**config.mk**
```make
export PLATFORM = sky130hd
export DESIGN_NAME = ov7670_dvp_emulator_flat
export DESIGN_NICKNAME = d
export VERILOG_FILES = /design/src/rtl/ov7670_dvp_emulator_if.sv /design/src/rtl/ov7670_dvp_emulator.sv /design/src/flat_wrapper.sv
export SDC_FILE = /design/constraint.sdc
export NUM_CORES = 1
export LEC_CHECK = 0
export CAP_MARGIN = 20
export CORE_UTILIZATION = 54
export DETAILED_ROUTE_END_ITERATION = 10
export GPL_TIMING_DRIVEN = 1
export PLACE_DENSITY_LB_ADDON = 0.05
export SLEW_MARGIN = 20
export SYNTH_ARGS = -nofsm -noshare
export SYNTH_HDL_FRONTEND = slang
export SYNTH_SLANG_ARGS = --single-unit
```
**constraint.sdc**
```tcl
create_clock -name clk -period 2.6 [get_ports clk]
set_input_delay 0.39 -clock clk [delete_from_list [all_inputs] [get_ports clk]]
set_output_delay 0.39 -clock clk [all_outputs]
set_load 0.05 [all_outputs]
```
**src/rtl/ov7670_dvp_emulator_if.sv**
```systemverilog
// DVP pixel bus between an OV7670-style camera (or its emulator) and the camera controller.
interface ov7670_dvp_emulator_if;
  logic       cam_pclk;
  logic       cam_vsync;
  logic       cam_href;
  logic [7:0] cam_data;

  modport master (output cam_pclk, cam_vsync, cam_href, cam_data);
  modport slave  (input  cam_pclk, cam_vsync, cam_href, cam_data);
endinterface

```
**src/rtl/ov7670_dvp_emulator.sv**
```systemverilog
// OV7670 sensor stand-in: drives RGB565 test frames (high byte first) on a DVP bus
// with OV7670-style vsync/href timing; everything advances on pclk falling edges.
module ov7670_dvp_emulator #(
  parameter int IMG_WIDTH   = 160,
  parameter int IMG_HEIGHT  = 120,
  parameter int H_BLANK     = 144,
  parameter int VSYNC_LINES = 3,
  parameter int V_BACK      = 17,
  parameter int V_FRONT     = 10
) (
  input  logic                         clk,
  input  logic                         reset,
  input  logic                         enable,
  input  logic [1:0]                   pattern_sel,
  input  logic [15:0]                  solid_rgb565,
  ov7670_dvp_emulator_if.master        dvp,
  output logic                         frame_start,
  output logic                         frame_done,
  output logic [15:0]                  frame_cnt,
  output logic                         busy
);

  localparam int ACT_BYTES  = 2 * IMG_WIDTH;
  localparam int LINE_TICKS = ACT_BYTES + H_BLANK;
  localparam int MAX_LINES  = (IMG_HEIGHT > V_BACK)
                              ? ((IMG_HEIGHT > V_FRONT) ? ((IMG_HEIGHT > VSYNC_LINES) ? IMG_HEIGHT : VSYNC_LINES)
                                                        : ((V_FRONT > VSYNC_LINES) ? V_FRONT : VSYNC_LINES))
                              : ((V_BACK > V_FRONT) ? ((V_BACK > VSYNC_LINES) ? V_BACK : VSYNC_LINES)
                                                    : ((V_FRONT > VSYNC_LINES) ? V_FRONT : VSYNC_LINES));
  localparam int HW = (LINE_TICKS > 1) ? $clog2(LINE_TICKS) : 1;
  localparam int LW = (MAX_LINES > 1) ? $clog2(MAX_LINES) : 1;

  localparam logic [15:0] BAR_RGB [8] = '{16'hFFFF, 16'hFFE0, 16'h07FF, 16'h07E0,
                                         16'hF81F, 16'hF800, 16'h001F, 16'h0000};

  typedef enum logic [2:0] {
    S_IDLE, S_VSYNC, S_VBACK, S_ACTIVE, S_HBLANK, S_VFRONT
  } state_t;

  state_t          state, state_nxt;
  logic [HW-1:0]   h_cnt, h_nxt;
  logic [LW-1:0]   line_cnt, line_nxt, last_line;
  logic            pclk_q;
  logic [1:0]      pat_q;
  logic [15:0]     solid_q;
  logic            start_frame, end_frame, line_end, tick;
  logic [7:0]      x8, y8;
  logic [2:0]      bar;
  logic [15:0]     pixel;
  logic            unused_y;

  // pclk is a plain data output; a tick is the clk edge on which it falls.
  assign tick     = pclk_q;
  assign line_end = (h_cnt == HW'(LINE_TICKS - 1));

  always_comb begin
    // NOTE: every signal written here gets a default first, so no path can infer a latch.
    state_nxt   = state;
    h_nxt       = h_cnt;
    line_nxt    = line_cnt;
    start_frame = 1'b0;
    end_frame   = 1'b0;
    last_line   = '0;

    case (state)
      S_VSYNC: last_line = LW'(VSYNC_LINES - 1);
      S_VBACK: last_line = LW'(V_BACK - 1);
      default: last_line = LW'(V_FRONT - 1);
    endcase

    case (state)
      S_IDLE: begin
        if (enable) begin
          state_nxt   = S_VSYNC;
          start_frame = 1'b1;
        end
      end
      S_VSYNC, S_VBACK, S_VFRONT: begin
        h_nxt = line_end ? '0 : h_cnt + 1'b1;
        if (line_end) begin
          if (line_cnt == last_line) begin
            line_nxt = '0;
            case (state)
              S_VSYNC: state_nxt = S_VBACK;
              S_VBACK: state_nxt = S_ACTIVE;
              default: begin
                end_frame = 1'b1;
                if (enable) begin
                  state_nxt   = S_VSYNC;
                  start_frame = 1'b1;
                end else begin
                  state_nxt = S_IDLE;
                end
              end
            endcase
          end else begin
            line_nxt = line_cnt + 1'b1;
          end
        end
      end
      S_ACTIVE: begin
        h_nxt = h_cnt + 1'b1;
        if (h_cnt == HW'(ACT_BYTES - 1)) state_nxt = S_HBLANK;
      end
      S_HBLANK: begin
        h_nxt = line_end ? '0 : h_cnt + 1'b1;
        if (line_end) begin
          if (line_cnt == LW'(IMG_HEIGHT - 1)) begin
            line_nxt  = '0;
            state_nxt = S_VFRONT;
          end else begin
            line_nxt  = line_cnt + 1'b1;
            state_nxt = S_ACTIVE;
          end
        end
      end
      default: state_nxt = S_IDLE;
    endcase
  end

  always_ff @(posedge clk or negedge reset) begin
    if (!reset) begin
      pclk_q      <= 1'b0;
      state       <= S_IDLE;
      h_cnt       <= '0;
      line_cnt    <= '0;
      pat_q       <= '0;
      solid_q     <= '0;
      frame_cnt   <= '0;
      frame_start <= 1'b0;
      frame_done  <= 1'b0;
    end else begin
      // NOTE: non-blocking assignments so every register sees pre-edge values of the others.
      pclk_q      <= ~pclk_q;
      frame_start <= tick & start_frame;
      frame_done  <= tick & end_frame;
      if (tick) begin
        state    <= state_nxt;
        h_cnt    <= h_nxt;
        line_cnt <= line_nxt;
        if (start_frame) begin
          pat_q   <= pattern_sel;
          solid_q <= solid_rgb565;
        end
        if (end_frame) frame_cnt <= frame_cnt + 16'd1;
      end
    end
  end

  // Pixel generator: in ACTIVE, h_cnt is the byte index and line_cnt is y.
  always_comb begin
    x8  = 8'(h_cnt >> 1);
    y8  = 8'(line_cnt);
    bar = '0;
    for (int k = 1; k < 8; k++) begin
      if (int'(x8) * 8 >= k * IMG_WIDTH) bar = 3'(k);
    end
    case (pat_q)
      2'd0:    pixel = BAR_RGB[bar];
      2'd1:    pixel = solid_q;
      2'd2:    pixel = {x8[7:3], y8[6:1], x8[4:0]};
      default: pixel = (x8[3] ^ y8[3] ^ frame_cnt[0]) ? 16'hFFFF : 16'h0000;
    endcase
  end

  assign unused_y = ^{y8[7], y8[0]};

  assign dvp.cam_pclk  = pclk_q;
  assign dvp.cam_vsync = (state == S_VSYNC);
  assign dvp.cam_href  = (state == S_ACTIVE);
  assign dvp.cam_data  = (state == S_ACTIVE) ? (h_cnt[0] ? pixel[7:0] : pixel[15:8]) : 8'h00;
  assign busy          = (state != S_IDLE);

endmodule

```
**src/flat_wrapper.sv**
```systemverilog
// flat-port wrapper written by rule: the top's interface ports become plain ports
module ov7670_dvp_emulator_flat 
#(
  parameter int IMG_WIDTH   = 160,
  parameter int IMG_HEIGHT  = 120,
  parameter int H_BLANK     = 144,
  parameter int VSYNC_LINES = 3,
  parameter int V_BACK      = 17,
  parameter int V_FRONT     = 10
)
  (clk, reset, enable, pattern_sel, solid_rgb565, frame_start, frame_done, frame_cnt, busy, dvp_cam_pclk, dvp_cam_vsync, dvp_cam_href, dvp_cam_data);
  ov7670_dvp_emulator_if dvp_i ();
  input  logic clk;
  input  logic reset;
  input  logic enable;
  input  logic [1:0] pattern_sel;
  input  logic [15:0] solid_rgb565;
  output logic frame_start;
  output logic frame_done;
  output logic [15:0] frame_cnt;
  output logic busy;
  output wire logic [$bits(dvp_i.cam_pclk)-1:0] dvp_cam_pclk;
  output wire logic [$bits(dvp_i.cam_vsync)-1:0] dvp_cam_vsync;
  output wire logic [$bits(dvp_i.cam_href)-1:0] dvp_cam_href;
  output wire logic [$bits(dvp_i.cam_data)-1:0] dvp_cam_data;
  assign dvp_cam_pclk = dvp_i.cam_pclk;
  assign dvp_cam_vsync = dvp_i.cam_vsync;
  assign dvp_cam_href = dvp_i.cam_href;
  assign dvp_cam_data = dvp_i.cam_data;
  ov7670_dvp_emulator #(.IMG_WIDTH(IMG_WIDTH), .IMG_HEIGHT(IMG_HEIGHT), .H_BLANK(H_BLANK), .VSYNC_LINES(VSYNC_LINES), .V_BACK(V_BACK), .V_FRONT(V_FRONT)) u_core (.clk(clk), .reset(reset), .enable(enable), .pattern_sel(pattern_sel), .solid_rgb565(solid_rgb565), .dvp(dvp_i), .frame_start(frame_start), .frame_done(frame_done), .frame_cnt(frame_cnt), .busy(busy));
endmodule
```
* After elaboration in Yosys (flattened, before gate mapping)
Memories as Yosys holds them, arrays and structs flattened.
Cells that the tools add are included.
** Operators by class
- Add/subtract/negate cells :: 3
- Magnitude comparators :: 8
- Equal/unequal tests :: 16
- Multiplexer cells :: 39
- Bitwise logic cells :: 6
- Reductions and logical operators :: 13
** Operator list (number)
- two-way mux 16 bit :: 3
- case mux 16 bit (3 select lines) :: 1
- >= comparator 11 x 10 -> 1 bit, second input constant :: 3
- two-way mux 3 bit :: 10
- two-way mux 7 bit :: 4
- >= comparator 11 x 9 -> 1 bit, second input constant :: 2
- equality test 9 bit, second input constant :: 2
- case mux 9 bit (2 select lines) :: 1
- adder 16 x 1 -> 16 bit, second input constant :: 1
- two-way mux 8 bit :: 2
- case mux 7 bit (2 select lines) :: 1
- case mux 3 bit (4 select lines) :: 1
- >= comparator 11 bit, second input constant :: 1
- >= comparator 11 x 8 -> 1 bit, second input constant :: 1
- two-way mux 1 bit :: 10
- case mux 5 bit (2 select lines) :: 1
- adder 9 x 1 -> 9 bit, second input constant :: 1
- two-way mux 9 bit :: 1
- != test 2 x 1 -> 1 bit, second input constant :: 4
- adder 7 x 1 -> 7 bit, second input constant :: 1
- equality test 7 x 5 -> 1 bit :: 1
- equality test 7 bit, second input constant :: 1
- equality test 3 x 2 -> 1 bit, second input constant :: 2
- equality test 3 bit, second input constant :: 2
- other kinds (22) :: 28
** Word-level totals
- Register bits after elaboration :: 56
- ROM bits :: 128
- Input bits :: 21
- Word-level logic and storage cells :: 95
- Memories :: 1
** Memories
- (no name shown) :: words 8, bits a word 16, read ports 1, clocked after Yosys merged registers in 0, write ports 0, RTL line ov7670_dvp_emulator.sv:159 : 2'd0: pixel = BAR_RGB[bar];

* Depth between registers and ports, before layout
- Word-level depth :: 15
- Gate-level depth with buffers :: 9
- Mapped depth without buffers :: 7

* Worst setup path after synthesis
No wires, ideal clock.
- Path type :: flip-flop to flip-flop
- Start point :: register u_core.state[2]
- End point :: register u_core.solid_q[11]
- Library setup time :: 125 ps
- Data arrival time :: 3176 ps
- Required time :: 2475 ps
- Path slack :: -701 ps
- Cell stages (with the launch flop) :: 10
- Path buffers :: 3
- Cell sequence :: dfrtp_1 > buf_2 > nor3b_1 > xnor2_1 > o2111ai_4 > nor2_1 > o2111a_1 > buf_4 > buf_4 > mux2_2
** Between the ends
- Cells in the longest elaborated chain, start to end :: 7
** Ends and longest elaborated chain
- start: declaration :: RTL line ov7670_dvp_emulator.sv:40 : state_t state, state_nxt;
- start signal: assignment :: RTL line ov7670_dvp_emulator.sv:138 : state <= state_nxt;
- equality test 3 x 1 -> 1 bit (*)
- via dvp_cam_vsync :: RTL line flat_wrapper.sv:23 : output wire logic [$bits(dvp_i.cam_vsync)-1:0] dvp_cam_vsync;
- case mux 5 bit (2 select lines) or OR reduction 2 bit (tied branches)
- equality test 7 x 5 -> 1 bit or two-way mux 1 bit (tied branches) :: RTL line ov7670_dvp_emulator.sv:81, ov7670_dvp_emulator.sv:83
- two-way mux 1 bit :: RTL line ov7670_dvp_emulator.sv:81 : if (line_cnt == last_line) begin
- two-way mux 1 bit :: RTL line ov7670_dvp_emulator.sv:80 : if (line_end) begin
- case mux 1 bit (2 select lines) (*) :: RTL line ov7670_dvp_emulator.sv:71 : case (state)
- AND reduction 2 bit (no source line) (*)
- end signal: assignment :: RTL line ov7670_dvp_emulator.sv:143 : solid_q <= solid_rgb565;
- end: declaration :: RTL line ov7670_dvp_emulator.sv:45 : logic [15:0] solid_q;
The timed path passes the listed nets; every way through them passes the cells marked *.
A chain may end at the register's enable or synchronous reset.

* Worst setup path in the final report
- Start point :: register u_core.h_cnt[5]
- End point :: output dvp_cam_data[0]
** Between the ends
- Cells in the longest elaborated chain, start to end :: 15
** Ends and longest elaborated chain
- start: declaration :: RTL line ov7670_dvp_emulator.sv:41 : logic [HW-1:0] h_cnt, h_nxt;
- start signal: assignment :: RTL line ov7670_dvp_emulator.sv:139 : h_cnt <= h_nxt;
- >= comparator 11 x 8 -> 1 bit :: RTL line ov7670_dvp_emulator.sv:156 : if (int'(x8) * 8 >= k * IMG_WIDTH) bar = 3'(k);
- two-way mux 1 bit :: RTL line ov7670_dvp_emulator.sv:156
- two-way mux 2 bit (2 in a row) :: RTL line ov7670_dvp_emulator.sv:156
- two-way mux 3 bit (3 in a row) :: RTL line ov7670_dvp_emulator.sv:156
- two-way mux 3 bit (*) :: RTL line ov7670_dvp_emulator.sv:156
- inverter 3 -> 4 bit (implied by the code) (*) :: RTL line ov7670_dvp_emulator.sv:159
- memory read (8 x 16 bit) (*)
- two-way mux 16 bit (implied by the code) (*) (2 in a row) :: RTL line ov7670_dvp_emulator.sv:159
- case mux 16 bit (3 select lines) (*) :: RTL line ov7670_dvp_emulator.sv:158 : case (pat_q)
- two-way mux 8 bit (*) (2 in a row) :: RTL line ov7670_dvp_emulator.sv:171 : assign dvp.cam_data = (state == S_ACTIVE) ? (h_cnt[0] ? pixel[7:0] : pixel[15:8]) : 8'h00;
- end: declaration :: RTL line flat_wrapper.sv:25 : output wire logic [$bits(dvp_i.cam_data)-1:0] dvp_cam_data;
Every way passes the cells marked *; elsewhere a longest branch is shown, timed or not. The select of a mux whose other input is x is not followed.

==> results.ini <==
[placement]
place.gp.congestion=0.867
dp_hpwl_um=5700
portBuffers=50
dpl_cell_area_sq_um=4020

[clock_tree]
cts_tree=done
clock-root-buffer=clkbuf_8
clkSlewWorstSetupHoldPaths_ns=0.10
cts_buffers=5
cts_hold_buffers=0
cts_sinks=56
clk_latency_ns=0.33
clk_path_buf_depth=2
htree_levels=2

[power]
ir_drop_mv=0.333
pwr-share-seq=0.616
p_leak_nw=1.84
switching_share=0.230
finalPower_mw=1.41
p_int_mw=1.09
combPwrFrac=0.033
power_density_nw_per_um2=329
switchingPower_mw=0.325
pwr-share-clk=0.351

[grt]
grt_remaining_overflow=0
antenna_found_initial=0
grt_pass1_vias=2743
grt_max_degree=57
grt_use_total=0.268
grt_pass1_wl_um=12900

[synth]
ys_top_cells_by_count=dfrtp_1, nand2_1, nor2_1
synth_top_family_by_area=simple AND/OR/NAND/NOR gates
synth_fa_ha_area_frac=0.0117
synth_cell_types=56
synth.avg_cell_area_sq_um=9.50
yosys.area.top_type=dfrtp_1
synth_edf_count=0
netlist_area_sq_um=3220
synth.area.top_cells=dfrtp_1, mux2_2, nand2_1, xnor2_1, nor2_1
ys_ff_latch=56
yosys.area_share.xor_xnor=0.0765
syn_nets=363
ys.flop_type=dfrtp_1
async_flop_share=1.00
synth-simple-area-share=0.197
synth.area.mux_share=0.0730
ys_seq_area_frac=0.435
yosysMostFrequentCell=dfrtp_1
syn_inst=339
synth_top_area_frac=0.435
ys_warn_count=0
synth_compound_area_frac=0.163

[floorplanning]
dieHeight_um=79.2
fp-row-count=27
coreArea_sq_um=5640
die-area_sq_um=6280
die_w_um=79.2
num_io_pins=51
start_util=0.571

[timing]
worst_hold_slack_ns=0.187
finalClockSkew_ns=0.0116
final-hold-violation-count=0
setup_viol=0
worst-slew-pin-transition_ns=0.705
fmax_ghz=0.390
period_needed_ns=2.56
slew_viol_final=0
relSlewSlack=0.530
post-route-period-util=0.985
grt_setup_unrepaired=true

[detailed_routing]
drt_iter0_markers=172
via_count=2869
first_pass_iters=5
wirelength_um=8050
routedWlPerCell_um=16.8
drcViolationCount=0
post_drt_via_cell_ratio=6.00
postRouteAntennaNets=0

[setup_path]
start_kind=register
required_ns=2.21
cp_max_fo=7
arrival_ns=2.17
end_kind=output pin
critical_path_class=register to output pin
r2r_slack_ns=0.20
r2r_cells=6
reg2reg_from=u_core.state[1]$_DFFE_PN0P_
r2r_end=u_core.frame_cnt[15]$_DFFE_PN0P_

[hold_path]
hold_path_class=input port to async pin

[final_layout]
diodes=0
seq_area_sq_um=1410
area_delta_synth_final_pct=33.4
fin_util=0.762
final_nets=429
layout-drive-gt1-share=0.254
stdcell_area_sq_um=4300
num-fill-cells=407
multi_input_area_sq_um=1910

[job]
cap_viol_max_count=0

[status]
status=complete, no violations

[cells in the final DEF (no fill, tap or decap), types with 7 or more instances in the layout]
master and count:
dfrtp_1 49, clkdlybuf4s50_1 41, nand2_1 33, buf_4 30
nor2_1 29, a21oi_1 22, o21ai_0 19, mux2_2 18
xnor2_1 14, inv_1 11, xor2_1 11, nand3_1 10
nand4_1 7, dfrtp_2 7
[registers in the layout, indices dropped and copies added (netlist names)]
name	count
u_core.frame_start	1
u_core.solid_q	16
u_core.frame_cnt	16
u_core.pat_q	2
u_core.frame_done	1
u_core.dvp.cam_pclk	1
u_core.state	3
u_core.line_cnt	7
u_core.h_cnt	9
[what timing repair did]
action                     4_1_cts  5_1_grt
pin swaps                        4        1
setup buffers                    9        0
resized for setup               10       17
setup endpoints to repair        6        8
[worst max path at each step]
stage | from | endpoint | depth (start not counted)
6_report | u_core.h_cnt[5]$_DFFE_PN0P_ | dvp_cam_data[0] | 7
5_1_grt | u_core.h_cnt[7]$_DFFE_PN0P_ | dvp_cam_data[1] | 7
4_1_cts | u_core.h_cnt[7]$_DFFE_PN0P_ | dvp_cam_data[4] | 8
3_5_place_dp | u_core.h_cnt[6]$_DFFE_PN0P_ | dvp_cam_data[1] | 7
3_3_place_gp | u_core.h_cnt[5]$_DFFE_PN0P_ | dvp_cam_data[2] | 7
2_1_floorplan | u_core.state[2]$_DFFE_PN0P_ | dvp_cam_data[5] | 8
[logic make-up (layout without fill, tap and decap cells)]
group                    count (synthesis)  after routing
AND/OR/NAND/NOR                        124            124
multiplexers                            21             21
flip-flops                              56             56
XOR/XNOR                                26             26
AO/OA/AOI/OAI                           77             77
buffers and inverters                   32             99
adder cells (fa/ha/maj)                  3              3
[final cells by class]
| type | count | area share |
|---|---|---|
| clock buffers | 5 | 0.0160 |
| clock inverters | 3 | 0.00495 |
| inverters | 11 | 0.00961 |
| multi-input cells | 251 | 0.444 |
| flip-flops and latches | 56 | 0.328 |
| well taps | 72 | 0.0210 |
| repair buffers | 80 | 0.176 |
[per-layer routing]
layer	vias to the layer above	wire length, um	share of wire	GRT usage
met2	94	4060	0.50	0.459
met3	18	367	0.046	0.0391
met4	0	167	0.021	0.100
li1	1353	-	-	-
met5	-	0	0	0
met1	1404	3460	0.43	0.343
[stage by stage]
step,worst slack [ns],std cells,TNS (ns)
floorplan,0.00183,339,0
global placement,0.193,461,0
detailed placement,0.177,461,0
CTS,0.00753,478,0
global route,-0.0645,478,-0.184
finish,0.0388,478,0
[worst max-delay path: stages (launching register included)]
cell and delay [ns]:
dfrtp_2 0.47, nor2b_2 0.18, a21oi_1 0.12, o211ai_1 0.09, a221o_2 0.41, a221oi_2 0.28, a311oi_4 0.08, buf_12 0.20
[power by group through the flow]
stage / registers (mW) / clock network, mW / logic [mW]
detailed placement: 0.887 / 0 / 0.0486
CTS: 0.870 / 0.504 / 0.0488
global route: 0.871 / 0.544 / 0.0527
global placement: 0.887 / 0 / 0.0481
floorplan: 0.888 / 0 / 0.000257
finish: 0.870 / 0.497 / 0.0471
(Power assumes the default switching activity.)
